<file path="config.mk">
export PLATFORM = sky130hd
export DESIGN_NAME = uart_tx_framer
export DESIGN_NICKNAME = d
export VERILOG_FILES = /design/src/rtl/uart_pkg.sv /design/src/rtl/uart_baud_tick.sv /design/src/rtl/uart_tx_framer.sv
export SDC_FILE = /design/constraint.sdc
export NUM_CORES = 1
export LEC_CHECK = 0
export ABC_AREA = 1
export CORE_UTILIZATION = 55
export DETAILED_ROUTE_END_ITERATION = 10
export GPL_TIMING_DRIVEN = 0
export PLACE_DENSITY = 0.83
export SYNTH_ARGS = -nofsm -noshare
export SYNTH_HDL_FRONTEND = slang
export SYNTH_SLANG_ARGS = --single-unit
</file>
<file path="constraint.sdc">
create_clock -name clk -period 1.6 [get_ports clk]
set_input_delay 0.32 -clock clk [delete_from_list [all_inputs] [get_ports clk]]
set_output_delay 0.32 -clock clk [all_outputs]
set_load 0.01 [all_outputs]
</file>
<file path="src/rtl/uart_pkg.sv">
// Shared UART types and helpers: state encoding, parity-mode constants and
// frame-length helper. Parity support is compiled in only when the macro
// UART_TX_PARITY_EN is defined.
package uart_pkg;

    localparam int PAR_NONE = 0;
    localparam int PAR_ODD  = 1;
    localparam int PAR_EVEN = 2;

`ifdef UART_TX_PARITY_EN
    localparam bit PAR_BUILD = 1'b1;
    typedef enum logic [2:0] {
        ST_IDLE   = 3'd0,
        ST_START  = 3'd1,
        ST_DATA   = 3'd2,
        ST_PARITY = 3'd3,
        ST_STOP   = 3'd4
    } tx_state_e;
`else
    localparam bit PAR_BUILD = 1'b0;
    typedef enum logic [2:0] {
        ST_IDLE  = 3'd0,
        ST_START = 3'd1,
        ST_DATA  = 3'd2,
        ST_STOP  = 3'd4
    } tx_state_e;
`endif

    // Serial bits in one frame: start + data + optional parity + stop.
    function automatic int frame_bits(input int data_bits, input int stop_bits,
                                      input int parity);
        int n;
        n = 1 + data_bits + stop_bits;
        if (PAR_BUILD && (parity != PAR_NONE)) n = n + 1;
        return n;
    endfunction

endpackage

</file>
<file path="src/rtl/uart_baud_tick.sv">
// Bit-period counter: counts 0..CLKS_PER_BIT-1 and pulses tick on the last
// cycle of each bit. restart holds the count at zero (used while idle).
module uart_baud_tick #(
    parameter int CLKS_PER_BIT = 434
) (
    input  logic clk,
    input  logic rst_n,
    input  logic restart,
    output logic tick
);

    localparam int CW = (CLKS_PER_BIT > 1) ? $clog2(CLKS_PER_BIT) : 1;
    localparam logic [CW-1:0] LAST = CW'(CLKS_PER_BIT - 1);

    logic [CW-1:0] cnt;

    assign tick = !restart && (cnt == LAST);

    // Free-running within a frame, wraps to zero at the end of every bit.
    always_ff @(posedge clk or negedge rst_n) begin
        if (!rst_n)                cnt <= '0;
        else if (restart || tick)  cnt <= '0;
        else                       cnt <= cnt + CW'(1);
    end

endmodule

</file>
<file path="src/rtl/uart_tx_framer.sv">
// UART transmit framer: start bit, DATA_BITS payload LSB first, optional
// parity bit, STOP_BITS stop bits. Parity logic and the parity state exist
// only when UART_TX_PARITY_EN is defined; otherwise PARITY is ignored.
// A new payload may be accepted in the final stop cycle so frames can run
// back to back with no idle gap.
module uart_tx_framer
    import uart_pkg::*;
#(
    parameter int CLKS_PER_BIT = 434,
    parameter int DATA_BITS    = 8,
    parameter int STOP_BITS    = 1,
    parameter int PARITY       = 0
) (
    input  logic                 clk,
    input  logic                 rst_n,
    input  logic                 data_valid,
    input  logic [DATA_BITS-1:0] data,
    output logic                 data_ready,
    output logic                 uart_txd,
    output logic                 busy
);

    if (CLKS_PER_BIT < 2 || CLKS_PER_BIT > 65535 || DATA_BITS < 5 || DATA_BITS > 9 ||
        STOP_BITS < 1 || STOP_BITS > 2 || PARITY < 0 || PARITY > 2) begin : g_cfg_err
        $error("uart_tx_framer: illegal parameter combination");
    end

    localparam int BW = $clog2(DATA_BITS + 1);
    localparam logic [BW-1:0] LAST_BIT = BW'(DATA_BITS - 1);

`ifdef UART_TX_PARITY_EN
    localparam bit PAR_ON  = (PARITY != PAR_NONE);
    localparam bit PAR_INV = (PARITY == PAR_ODD);
    logic par_q, par_d;
`endif

    tx_state_e            state, state_d;
    logic [DATA_BITS-1:0] shreg, shreg_d;
    logic [BW-1:0]        bit_idx, bit_idx_d;
    logic                 stop_idx, stop_idx_d;
    logic                 stop_last;
    logic                 txd_q, txd_d;
    logic                 rdy_en;
    logic                 ready_c;
    logic                 accept;
    logic                 tick;

    uart_baud_tick #(.CLKS_PER_BIT(CLKS_PER_BIT)) u_baud (
        .clk     (clk),
        .rst_n   (rst_n),
        .restart (state == ST_IDLE),
        .tick    (tick)
    );

    assign stop_last = (STOP_BITS == 1) || stop_idx;
    assign busy      = (state != ST_IDLE);
    assign uart_txd  = txd_q;

    // Ready stays low through reset and rises on the first edge after release.
    always_ff @(posedge clk or negedge rst_n) begin
        if (!rst_n) rdy_en <= 1'b0;
        else        rdy_en <= 1'b1;
    end

    // Next-state, handshake and next serial-line value.
    always_comb begin
        state_d    = state;
        shreg_d    = shreg;
        bit_idx_d  = bit_idx;
        stop_idx_d = stop_idx;
        ready_c    = 1'b0;
        txd_d      = 1'b1;
`ifdef UART_TX_PARITY_EN
        par_d      = par_q;
`endif
        case (state)
            ST_IDLE: ready_c = 1'b1;
            ST_START: begin
                if (tick) begin
                    state_d   = ST_DATA;
                    bit_idx_d = '0;
                end
            end
            ST_DATA: begin
                if (tick) begin
                    shreg_d = shreg >> 1;
                    if (bit_idx == LAST_BIT) begin
`ifdef UART_TX_PARITY_EN
                        state_d = PAR_ON ? ST_PARITY : ST_STOP;
`else
                        state_d = ST_STOP;
`endif
                        stop_idx_d = 1'b0;
                    end else begin
                        bit_idx_d = bit_idx + BW'(1);
                    end
                end
            end
`ifdef UART_TX_PARITY_EN
            ST_PARITY: begin
                if (tick) begin
                    state_d    = ST_STOP;
                    stop_idx_d = 1'b0;
                end
            end
`endif
            ST_STOP: begin
                if (tick) begin
                    if (stop_last) begin
                        ready_c = 1'b1;
                        state_d = ST_IDLE;
                    end else begin
                        stop_idx_d = 1'b1;
                    end
                end
            end
            default: state_d = ST_IDLE;
        endcase

        data_ready = ready_c && rdy_en;
        accept     = data_ready && data_valid;
        if (accept) begin
            state_d = ST_START;
            shreg_d = data;
`ifdef UART_TX_PARITY_EN
            par_d   = (^data) ^ PAR_INV;
`endif
        end

        case (state_d)
            ST_START:  txd_d = 1'b0;
            ST_DATA:   txd_d = shreg_d[0];
`ifdef UART_TX_PARITY_EN
            ST_PARITY: txd_d = par_d;
`endif
            default:   txd_d = 1'b1;
        endcase
    end

    // Frame state and registered serial output.
    always_ff @(posedge clk or negedge rst_n) begin
        if (!rst_n) begin
            state    <= ST_IDLE;
            shreg    <= '0;
            bit_idx  <= '0;
            stop_idx <= 1'b0;
            txd_q    <= 1'b1;
        end else begin
            state    <= state_d;
            shreg    <= shreg_d;
            bit_idx  <= bit_idx_d;
            stop_idx <= stop_idx_d;
            txd_q    <= txd_d;
        end
    end

`ifdef UART_TX_PARITY_EN
    // Parity of the captured payload, held for the whole frame.
    always_ff @(posedge clk or negedge rst_n) begin
        if (!rst_n) par_q <= 1'b0;
        else        par_q <= par_d;
    end
`endif

endmodule

</file>
After elaboration in Yosys (flattened, before gate mapping) --
Cells that the tools add are included.
Word-level totals: bits in registers 26, bits of input ports 11, word-level logic and storage cells 48
Operators by class: add/sub/neg operators 2, equal/unequal tests 10, multiplexer cells 17, reduce and logical (&&, ||, !) cells 12
Operator list (number):
- 2-to-1 mux 8 bit | 3
- 2-to-1 mux 3 bit | 5
- 2-to-1 mux 4 bit | 3
- one-hot mux 3 bit (4 select lines) | 1
- adder 9 x 1 -> 9 bit, second input constant | 1
- == test 9 bit, second input constant | 1
- 2-to-1 mux 9 bit | 1
- one-hot mux 4 bit (2 select lines) | 1
- == test 3 x 1 -> 1 bit, second input constant | 2
- == test 3 x 2 -> 1 bit, second input constant | 2
- nonzero test 2 bit | 3
- adder 4 x 1 -> 4 bit, second input constant | 1
- == test 4 x 3 -> 1 bit, second input constant | 1
- inequality test 2 x 1 -> 1 bit, second input constant | 2
- one-hot mux 1 bit (2 select lines) | 2
- AND reduction 4 bit | 1
- == test 3 bit, second input constant | 1
- logical AND 1 bit | 3
- zero test 3 bit | 1
- nonzero test 3 bit | 1
- inequality test 2 bit, second input constant | 1
- AND reduction 2 bit | 1
- zero test 1 bit | 1
- logical OR 1 bit | 1
- 2-to-1 mux 1 bit | 1

Depth between registers and ports, before layout --
Gate-level depths: netlist (run 1).
word-level depth 10, mapped depth 10, gate-level depth less buffers 10

By module --
Synthesis (run 1) repeated with hierarchy kept, for this count alone.
Second synthesis, totals: cell total of the unflattened synthesis 175, area total of the unflattened synthesis 1396.3 sq um
Modules (own cells, without submodules):
- uart_tx_framer | times used 1, cells each 107, area each 888.4 sq um, seq. area each 426.7 sq um
- uart_baud_tick | times used 1, cells each 68, area each 508.0 sq um, seq. area each 225.2 sq um

Worst setup path after synthesis (run 1) --
No wires, ideal clock.
kind register to output, from register u_baud.cnt[1], to output port data_ready, data arrival time 1.145 ns, slack 0.135 ns, cell stages (with the launch flop) 9, buffers on the path 0, cell sequence dfrtp_1 > inv_1 > ha_1 > nand2_1 > nor2_4 > nand2_4 > nand2_8 > nand2_1 > nor2_1
On the way: word-level cells in the longest chain between the ends 5
RTL lines:
- start, declared | RTL line uart_baud_tick.sv:15 | logic [CW-1:0] cnt;
- start signal, assigned | RTL line uart_baud_tick.sv:23 | else cnt <= cnt + CW'(1);
- == test 9 bit | RTL line uart_baud_tick.sv:17 | assign tick = !restart && (cnt == LAST);
- logical AND 1 bit | RTL line uart_baud_tick.sv:17
- 2-to-1 mux 1 bit | RTL line uart_tx_framer.sv:108 | if (tick) begin
- one-hot mux 1 bit (2 select lines) | RTL line uart_tx_framer.sv:76 | case (state)
- logical AND 1 bit | RTL line uart_tx_framer.sv:120 | data_ready = ready_c && rdy_en;
- end, declared | RTL line uart_tx_framer.sv:18 | output logic data_ready,
Every way passes these cells.

Worst setup path in the final report (run 1) --
Ends and elaborated chain as after synthesis.

==> results of run 1 <==
## registers in the layout (all words and copies together), names as in the netlist
name        cells
u_baud.cnt      9
shreg           8
rdy_en          1
bit_idx         4
uart_txd        1
state           3
## how the worst max path moves through the flow
| stage | depth (start not counted) | start | slack [ns] | endpoint |
|---|---|---|---|---|
| final | 9 | u_baud.cnt[1] | -0.27 | data_ready |
| after floorplan | 8 | u_baud.cnt[1] | 0.14 | data_ready |
| after global routing | 9 | u_baud.cnt[1] | -0.38 | data_ready |
| after CTS | 9 | u_baud.cnt[1] | -0.25 | data_ready |
| after detailed placement | 9 | u_baud.cnt[1] | -0.41 | data_ready |
| after global placement | 9 | u_baud.cnt[1] | -0.37 | data_ready |
## placed cells by master (no fill, tap or decap), drive strengths merged, types with 2 or more instances in the layout
cell type	count
clkdlybuf4s50	9
clkbuf	3
dfrtp	25
nand3b	2
buf	16
a21oi	6
nor2	13
o21ai	6
nand4	7
dlygate4sd2	2
inv	22
nand3	21
nor3	3
ha	3
nand2	37
nor3b	2
## per-layer routing
layer	track usage [%]	up-vias	wire, um
li1	-	560	-
met1	25.0	573	1160
met2	39.9	19	1430
met3	2.98	2	74
met4	8.56	0	16
met5	0	-	0
## logic make-up after synthesis
logic type                 after synthesis
adders and majority gates                3
buffers and inverters                   23
AOI/OAI and AO/OA                       13
DFF                                     26
and+or+nand+nor                         85
xor gates and xnor gates                 2
other                                    1
## power groups by stage
stage / sequential (mW) / combinational (mW) / clock, mW
after floorplan: 0.672 / 0.00298 / 0
after global placement: 0.671 / 0.0427 / 0
after detailed placement: 0.672 / 0.0434 / 0
after CTS: 0.659 / 0.0435 / 0.451
after global routing: 0.660 / 0.0474 / 0.472
final: 0.659 / 0.0428 / 0.442
## worst max-delay path: cells and delay by family, from the launching register on
| family | cells | cell delay [ns] |
|---|---|---|
| buffers and inverters | 2 | 0.20 |
| and+or+nand+nor | 6 | 0.46 |
| adders and majority gates | 1 | 0.17 |
| DFF | 1 | 0.41 |
## synth_stat cells, types with 2 or more instances
cell type / number
sky130_fd_sc_hd__nand2_1: 31
sky130_fd_sc_hd__nor2_4: 3
sky130_fd_sc_hd__nor3b_1: 2
sky130_fd_sc_hd__inv_2: 2
sky130_fd_sc_hd__nand3b_1: 2
sky130_fd_sc_hd__nand3_1: 19
sky130_fd_sc_hd__nor2_1: 9
sky130_fd_sc_hd__nand2_2: 4
sky130_fd_sc_hd__o21ai_0: 4
sky130_fd_sc_hd__nor3_1: 3
sky130_fd_sc_hd__inv_1: 20
sky130_fd_sc_hd__ha_1: 3
sky130_fd_sc_hd__nand4_1: 7
sky130_fd_sc_hd__dfrtp_1: 25
sky130_fd_sc_hd__o21ai_2: 2
sky130_fd_sc_hd__a21oi_1: 6
## layout make-up
type / instances / share of cell area, %
Clock inverter: 1 / 1.78
Sequential cell: 26 / 38.6
Inverter: 22 / 5.03
Timing Repair Buffer: 27 / 13.6
Multi-Input combinational cell: 104 / 36.9
Clock buffer: 3 / 1.33
Tap cell: 28 / 2.07
Buffer: 1 / 0.666
## stage by stage
step	cell area (um^2)	setup slack (ns)
2_1_floorplan	1340	0.135
3_3_place_gp	1500	-0.370
3_5_place_dp	1500	-0.409
4_1_cts	1610	-0.254
5_1_grt	1690	-0.383
6_report	1690	-0.266
## repair_timing
action,in CTS,in global routing
endpoints found under the setup margin,3,16
pin swaps,1,5
hold buffers,0,0
gates resized for setup,9,13
setup buffers,7,7
==> key figures, run 1 <==
STA
  • Post-Route Setup TNS: -0.490 ns
  • Post-layout minimum cycle time: 1.87 ns
  • Final hold viol count: 0
  • Worst Skew: 0.00973 ns
  • Share of the clock period used by the worst path: 117%
  • Slew of the pin with the lowest slew margin: 1.12 ns
  • Relative max-transition margin: 25.2%
  • Max-slew violation count: 0
  • Worst path setup slack after routing: -0.266 ns
  • Count of endpoints failing setup in the final report: 12
  • Unrepaired setup endpoints after global routing: yes
  • Max Clk Rate: 536 MHz
  • Worst-case hold slack: 0.192 ns

Setup path
  • Maximum fanout encountered on the critical timing path: 2
  • Setup crit end kind: output port
  • CP Class: reg -> out
  • Destination of the worst register-to-register timing path: uart_txd
  • Cell with the largest stage delay on the worst path: sky130_fd_sc_hd__dfrtp_1
  • Cells along the critical path: inv_1 -> ha_1 -> nand2_2 -> nor2_4 -> nand2_4 -> nand2_8 -> nand2_1 -> nor2_1 -> buf_2
  • Kind of start point of the critical path: register
  • Critical path required time: 1.28 ns
  • Delay of the slowest cell on the worst path: 0.41 ns
  • Data arrival, critical path: 1.55 ns
  • Worst reg-to-reg setup slack: -0.06 ns
  • Startpoint of the most critical register-to-register path: u_baud.cnt[1]
  • Logic depth of the worst register-to-register path: 12

Finish
  • Fill cell instance count of the final layout: 170
  • Layout net count: 199
  • Number of inserted diodes: 0
  • Area overhead of the layout relative to synthesis: 26.5%
  • Number of cells in the finished layout apart from fillers: 212
  • Proportion of layout cells with a drive suffix above 1: 25.5%
  • Area occupied by registers: 653 um^2
  • Utilization after layout: 75.0%
  • Multi-input logic area: 623 um^2

Detailed routing
  • Detailed router's first-iteration violation count: 18
  • Post-route antenna net violation count: 0
  • Final routed wire length divided by cell count: 12.6 um
  • Count of unresolved DRC violations after routing: 0
  • Via-per-instance ratio: 5.44
  • Via count of the routed design: 1,154
  • Total detailed-routing wirelength: 2680 um
  • TritonRoute pass-1 iters: 4

Global routing
  • Initial antenna violation count: 0
  • Overall overflow remaining after global route: 0
  • Vias in the first global route: 1,054
  • Wire length of the first global-routing pass: 4190 um
  • Maximum number of pins on one net before global-route repair: 27
  • Tot GR Track Use: 21.6%

Placement
  • Port Buffer Count: 13
  • Hpwl dp: 1760 um
  • Post-placement cell count: 194
  • RePlAce Congestion: 0.818

Floorplanning
  • Full die area: 2630 um^2
  • Die boundary height: 51.3 um
  • Core Rows: 17
  • Initial Utilization: 59.3%
  • Die boundary width: 51.3 um
  • Top-level port count: 14
  • Floorplan core area: 2250 um^2

Run status
  • Outcome: finished, violations left
  • Violated checks: negative setup slack

Clocking
  • CTS Buffer Depth: 2
  • Clk Tree Root Cell: sky130_fd_sc_hd__clkbuf_4
  • Register clock-pin slew on the reported worst setup and hold paths: 0.14 ns
  • CTS H-tree depth: 1
  • Number of sinks handled by clock tree synthesis: 26
  • Number of clock buffers inserted by TritonCTS: 3
  • Insertion delay of the later-clocked pin in the worst-skew pair: 0.32 ns
  • Clock tree from TritonCTS: built

Logic synthesis
  • #FFs+latches synth: 26
  • Top cell type by total area after synthesis: sky130_fd_sc_hd__dfrtp_1
  • Main combinational cell family by area after synthesis: simple AND/OR/NAND/NOR gates
  • Simple-gate portion of the synthesized area: 34.3%
  • Share of flip-flops with an asynchronous set or reset: 100%
  • Area share of xor/xnor cells in the synthesized design: 1.31%
  • Synth Flop Type: sky130_fd_sc_hd__dfrtp_1
  • Share of the yosys chip area belonging to registers: 48.8%
  • Share of the synthesized area in the top cell type: 46.8%
  • Warnings from Yosys: 0
  • EDFF count, synth: 0
  • Cell types with the largest area share after synthesis: sky130_fd_sc_hd__dfrtp_1, sky130_fd_sc_hd__nand2_1, sky130_fd_sc_hd__nand3_1, sky130_fd_sc_hd__inv_1, sky130_fd_sc_hd__nand4_1
  • Post-Synth Adder-Cell Area: 2.81%
  • Synthesized-area fraction occupied by ao, oa, aoi and oai cells: 5.52%
  • Synth cell types: 27
  • Avg Cell Area, Syn: 8.73 um^2
  • Cells after Synth: 153
  • Portion of netlist area occupied by mux cells: 0%
  • Netlist area before placement: 1340 um^2
  • Post-synth net total: 167

Power and ir drop
  • Clk pwr share: 38.7%
  • Leakage Power: 0.799 nW
  • Combinational power share: 3.7%
  • Total internal power: 0.934 mW
  • Share of power burned in registers: 57.6%
  • Total power consumption of the routed design: 1.14 mW
  • Power density normalized to cell area: 677 nW/um^2
  • Worst ir drop on vdd: 0.600 mV
  • Power dissipated by switching net loads: 0.211 mW
  • Switching fraction of total power: 18.4%

Flow run
  • Max capacitance violation total: 0

Hold path
  • Worst hold path type: in -> async
Note: power is estimated with default switching activity, not from simulation.
==> run 2, diff against run 1 <==
Settings changed: ABC_CLOCK_PERIOD_IN_PS set to 1600.
==> results of run 2 <==
No change in the layout: final DEF, timing and power equal those of run 1.
==> run 3, diff against run 2 <==
Settings changed: SETUP_SLACK_MARGIN set to 0.4.
==> key figures, run 3 (synthesis results as in run 1) <==
Run status
  • Outcome: finished, violations left
  • Violated checks: negative hold slack, negative setup slack

Setup path
  • Critical path required time: 1.28 ns (about the same)
  • Category of cells accounting for the largest share of critical-path delay: simple AND/OR/NAND/NOR gates
  • CP Class: reg -> out
  • Data arrival, critical path: 1.62 ns (+0.07 ns)
  • Destination of the worst register-to-register timing path: shreg[6]
  • Startpoint of the most critical register-to-register path: u_baud.cnt[1]
  • Cell with the largest stage delay on the worst path: sky130_fd_sc_hd__dfrtp_1
  • Critical path origin: u_baud.cnt[1]
  • Worst reg-to-reg setup slack: -0.24 ns (-0.18 ns)
  • Maximum fanout encountered on the critical timing path: 2 (unchanged)
  • Cells along the critical path: inv_1 -> ha_2 -> nand2_2 -> nor2_4 -> nand2_4 -> nand2_8 -> nand2_4 -> nor2_4 -> buf_6
  • Logic depth of the worst register-to-register path: 14 (+2)
  • Delay of the slowest cell on the worst path: 0.42 ns (about the same)
  • Setup crit end kind: output port
  • Worst Setup EP: data_ready
  • Kind of start point of the critical path: register
  • Number of stages on the worst setup path: 9 (unchanged)
  • Crit path buffers/inverters: 2 (unchanged)

Floorplanning
  • Full die area: 2630 um^2 (unchanged)
  • Initial Utilization: 59.3% (unchanged)
  • Die boundary height: 51.3 um (unchanged)
  • Floorplan core area: 2250 um^2 (unchanged)
  • Core Rows: 17 (unchanged)
  • Die boundary width: 51.3 um (unchanged)
  • Top-level port count: 14 (unchanged)

STA
  • Slew of the pin with the lowest slew margin: 0.645 ns (-0.475 ns)
  • Unrepaired setup endpoints after global routing: yes
  • Share of the clock period used by the worst path: 121% (+4.6 points)
  • Count of endpoints failing setup in the final report: 18 (+6)
  • Relative max-transition margin: 57.0% (+32 points)
  • Worst-case hold slack: -0.0515 ns (-0.244 ns)
  • Post-layout minimum cycle time: 1.94 ns (+0.0730 ns)
  • Worst path setup slack after routing: -0.339 ns (-0.0730 ns)
  • Final hold viol count: 25 (+25)
  • Max-slew violation count: 0 (unchanged)
  • Max Clk Rate: 516 MHz (-3.8%)
  • Worst Skew: 0.00684 ns (-0.00290 ns)

Flow run
  • Max capacitance violation total: 0 (unchanged)

Clocking
  • Number of clock buffers inserted by TritonCTS: 3 (unchanged)
  • Register clock-pin slew on the reported worst setup and hold paths: 0.15 ns (about the same)
  • Clk Tree Root Cell: sky130_fd_sc_hd__clkbuf_4
  • Clock tree from TritonCTS: built
  • CTS Buffer Depth: 2 (unchanged)
  • Number of sinks handled by clock tree synthesis: 26 (unchanged)
  • CTS H-tree depth: 1 (unchanged)
  • Insertion delay of the later-clocked pin in the worst-skew pair: 0.36 ns (+0.04 ns)
  • Post-CTS Hold Fix Bufs: 0 (unchanged)

Placement
  • Post-placement cell count: 194 (unchanged)
  • Hpwl dp: 1810 um (+3.0%)
  • Port Buffer Count: 13 (unchanged)
  • RePlAce Congestion: 0.813 (-0.61%)

Global routing
  • Tot GR Track Use: 30.7% (+9.1 points)
  • Wire length of the first global-routing pass: 5660 um (+35%)
  • Maximum number of pins on one net before global-route repair: 27 (unchanged)
  • Vias in the first global route: 1,239 (+18%)
  • Overall overflow remaining after global route: 0 (unchanged)
  • Initial antenna violation count: 0 (unchanged)

Finish
  • Fill cell instance count of the final layout: 108 (-36%)
  • Multi-input logic area: 782 um^2 (+26%)
  • Number of cells in the finished layout apart from fillers: 221 (+4.2%)
  • Area occupied by registers: 653 um^2 (unchanged)
  • Utilization after layout: 86.3% (+11 points)
  • Area overhead of the layout relative to synthesis: 45.6%
  • Number of inserted diodes: 0 (unchanged)
  • Top register by number of flip-flops: u_baud.cnt
  • Most frequent cells in the layout: sky130_fd_sc_hd__nand2_1, sky130_fd_sc_hd__dfrtp_1, sky130_fd_sc_hd__inv_1, sky130_fd_sc_hd__buf_4, sky130_fd_sc_hd__nand3_2
  • Proportion of layout cells with a drive suffix above 1: 43.0% (+17 points)
  • Top flop regs: u_baud.cnt (9), shreg (8), bit_idx (4)
  • Layout net count: 208 (+4.5%)
  • Max FFs per register: 9 (unchanged)

Detailed routing
  • Final routed wire length divided by cell count: 19.0 um (+50%)
  • Via count of the routed design: 1,332 (+15%)
  • Total detailed-routing wirelength: 4200 um (+57%)
  • Detailed router's first-iteration violation count: 59 (+41)
  • Count of unresolved DRC violations after routing: 0 (unchanged)
  • TritonRoute pass-1 iters: 5 (+1)
  • Post-route antenna net violation count: 0 (unchanged)
  • Via-per-instance ratio: 6.03 (+11%)

Power and ir drop
  • Power density normalized to cell area: 609 nW/um^2 (-10%)
  • Leakage Power: 0.906 nW (+13%)
  • Worst ir drop on vdd: 0.751 mV (+25%)

Hold path
  • Worst hold path type: in -> async
[run 3: through the flow]
step	cell area, um^2	setup TNS [ns]	setup WS [ns]	power, mW
global route	1950	-3.96	-0.377	1.20
detailed placement	1510	-4.10	-0.422	0.715
global placement	1510	-3.06	-0.370	0.714
CTS	1800	-1.96	-0.316	1.18
finish	1950	-2.68	-0.339	1.19
floorplan	1350	0	0.167	0.675
[run 3: worst min-delay path by stage]
stage,end,slack [ns],depth (start not counted)
final,u_baud.cnt[2],-0.05,1
after global routing,u_baud.cnt[1],0.01,1
after CTS,u_baud.cnt[0],0.34,1
after detailed placement,shreg[1],0.48,2
after global placement,shreg[3],0.48,2
after floorplan,bit_idx[0],0.02,0
[run 3: routing by layer]
layer / vias up / GRT usage, % / wire (um)
li1: 582 / - / -
met1: 648 / 35.2 / 1590
met2: 74 / 49.8 / 2080
met3: 28 / 7.74 / 273
met4: 0 / 21.6 / 253
met5: - / 0 / 0
[run 3: final cells by class]
cell class	count	area share, %
tap	28	1.80
timing repair buffer	35	16.7
buffer	1	0.579
inverter	22	4.50
multi-input combinational	105	40.2
sequential	26	33.6
clock buffer	3	1.16
clock inverter	1	1.54
[run 3: timing repair]
| item | in CTS | in global routing |
|---|---|---|
| setup endpoints to repair | 53 | 39 |
| pin swaps | 11 | 12 |
| gates resized for setup | 45 | 29 |
| setup buffers | 13 | 8 |
| cloned | 2 | 0 |
[run 3: power by group]
group | leakage (nW) | switching, mW | internal (mW) | total [mW]
logic | 0.574 | 0.0219 | 0.0216 | 0.0435
clock network | 0.0279 | 0.227 | 0.254 | 0.481
registers | 0.305 | 0.00204 | 0.659 | 0.661
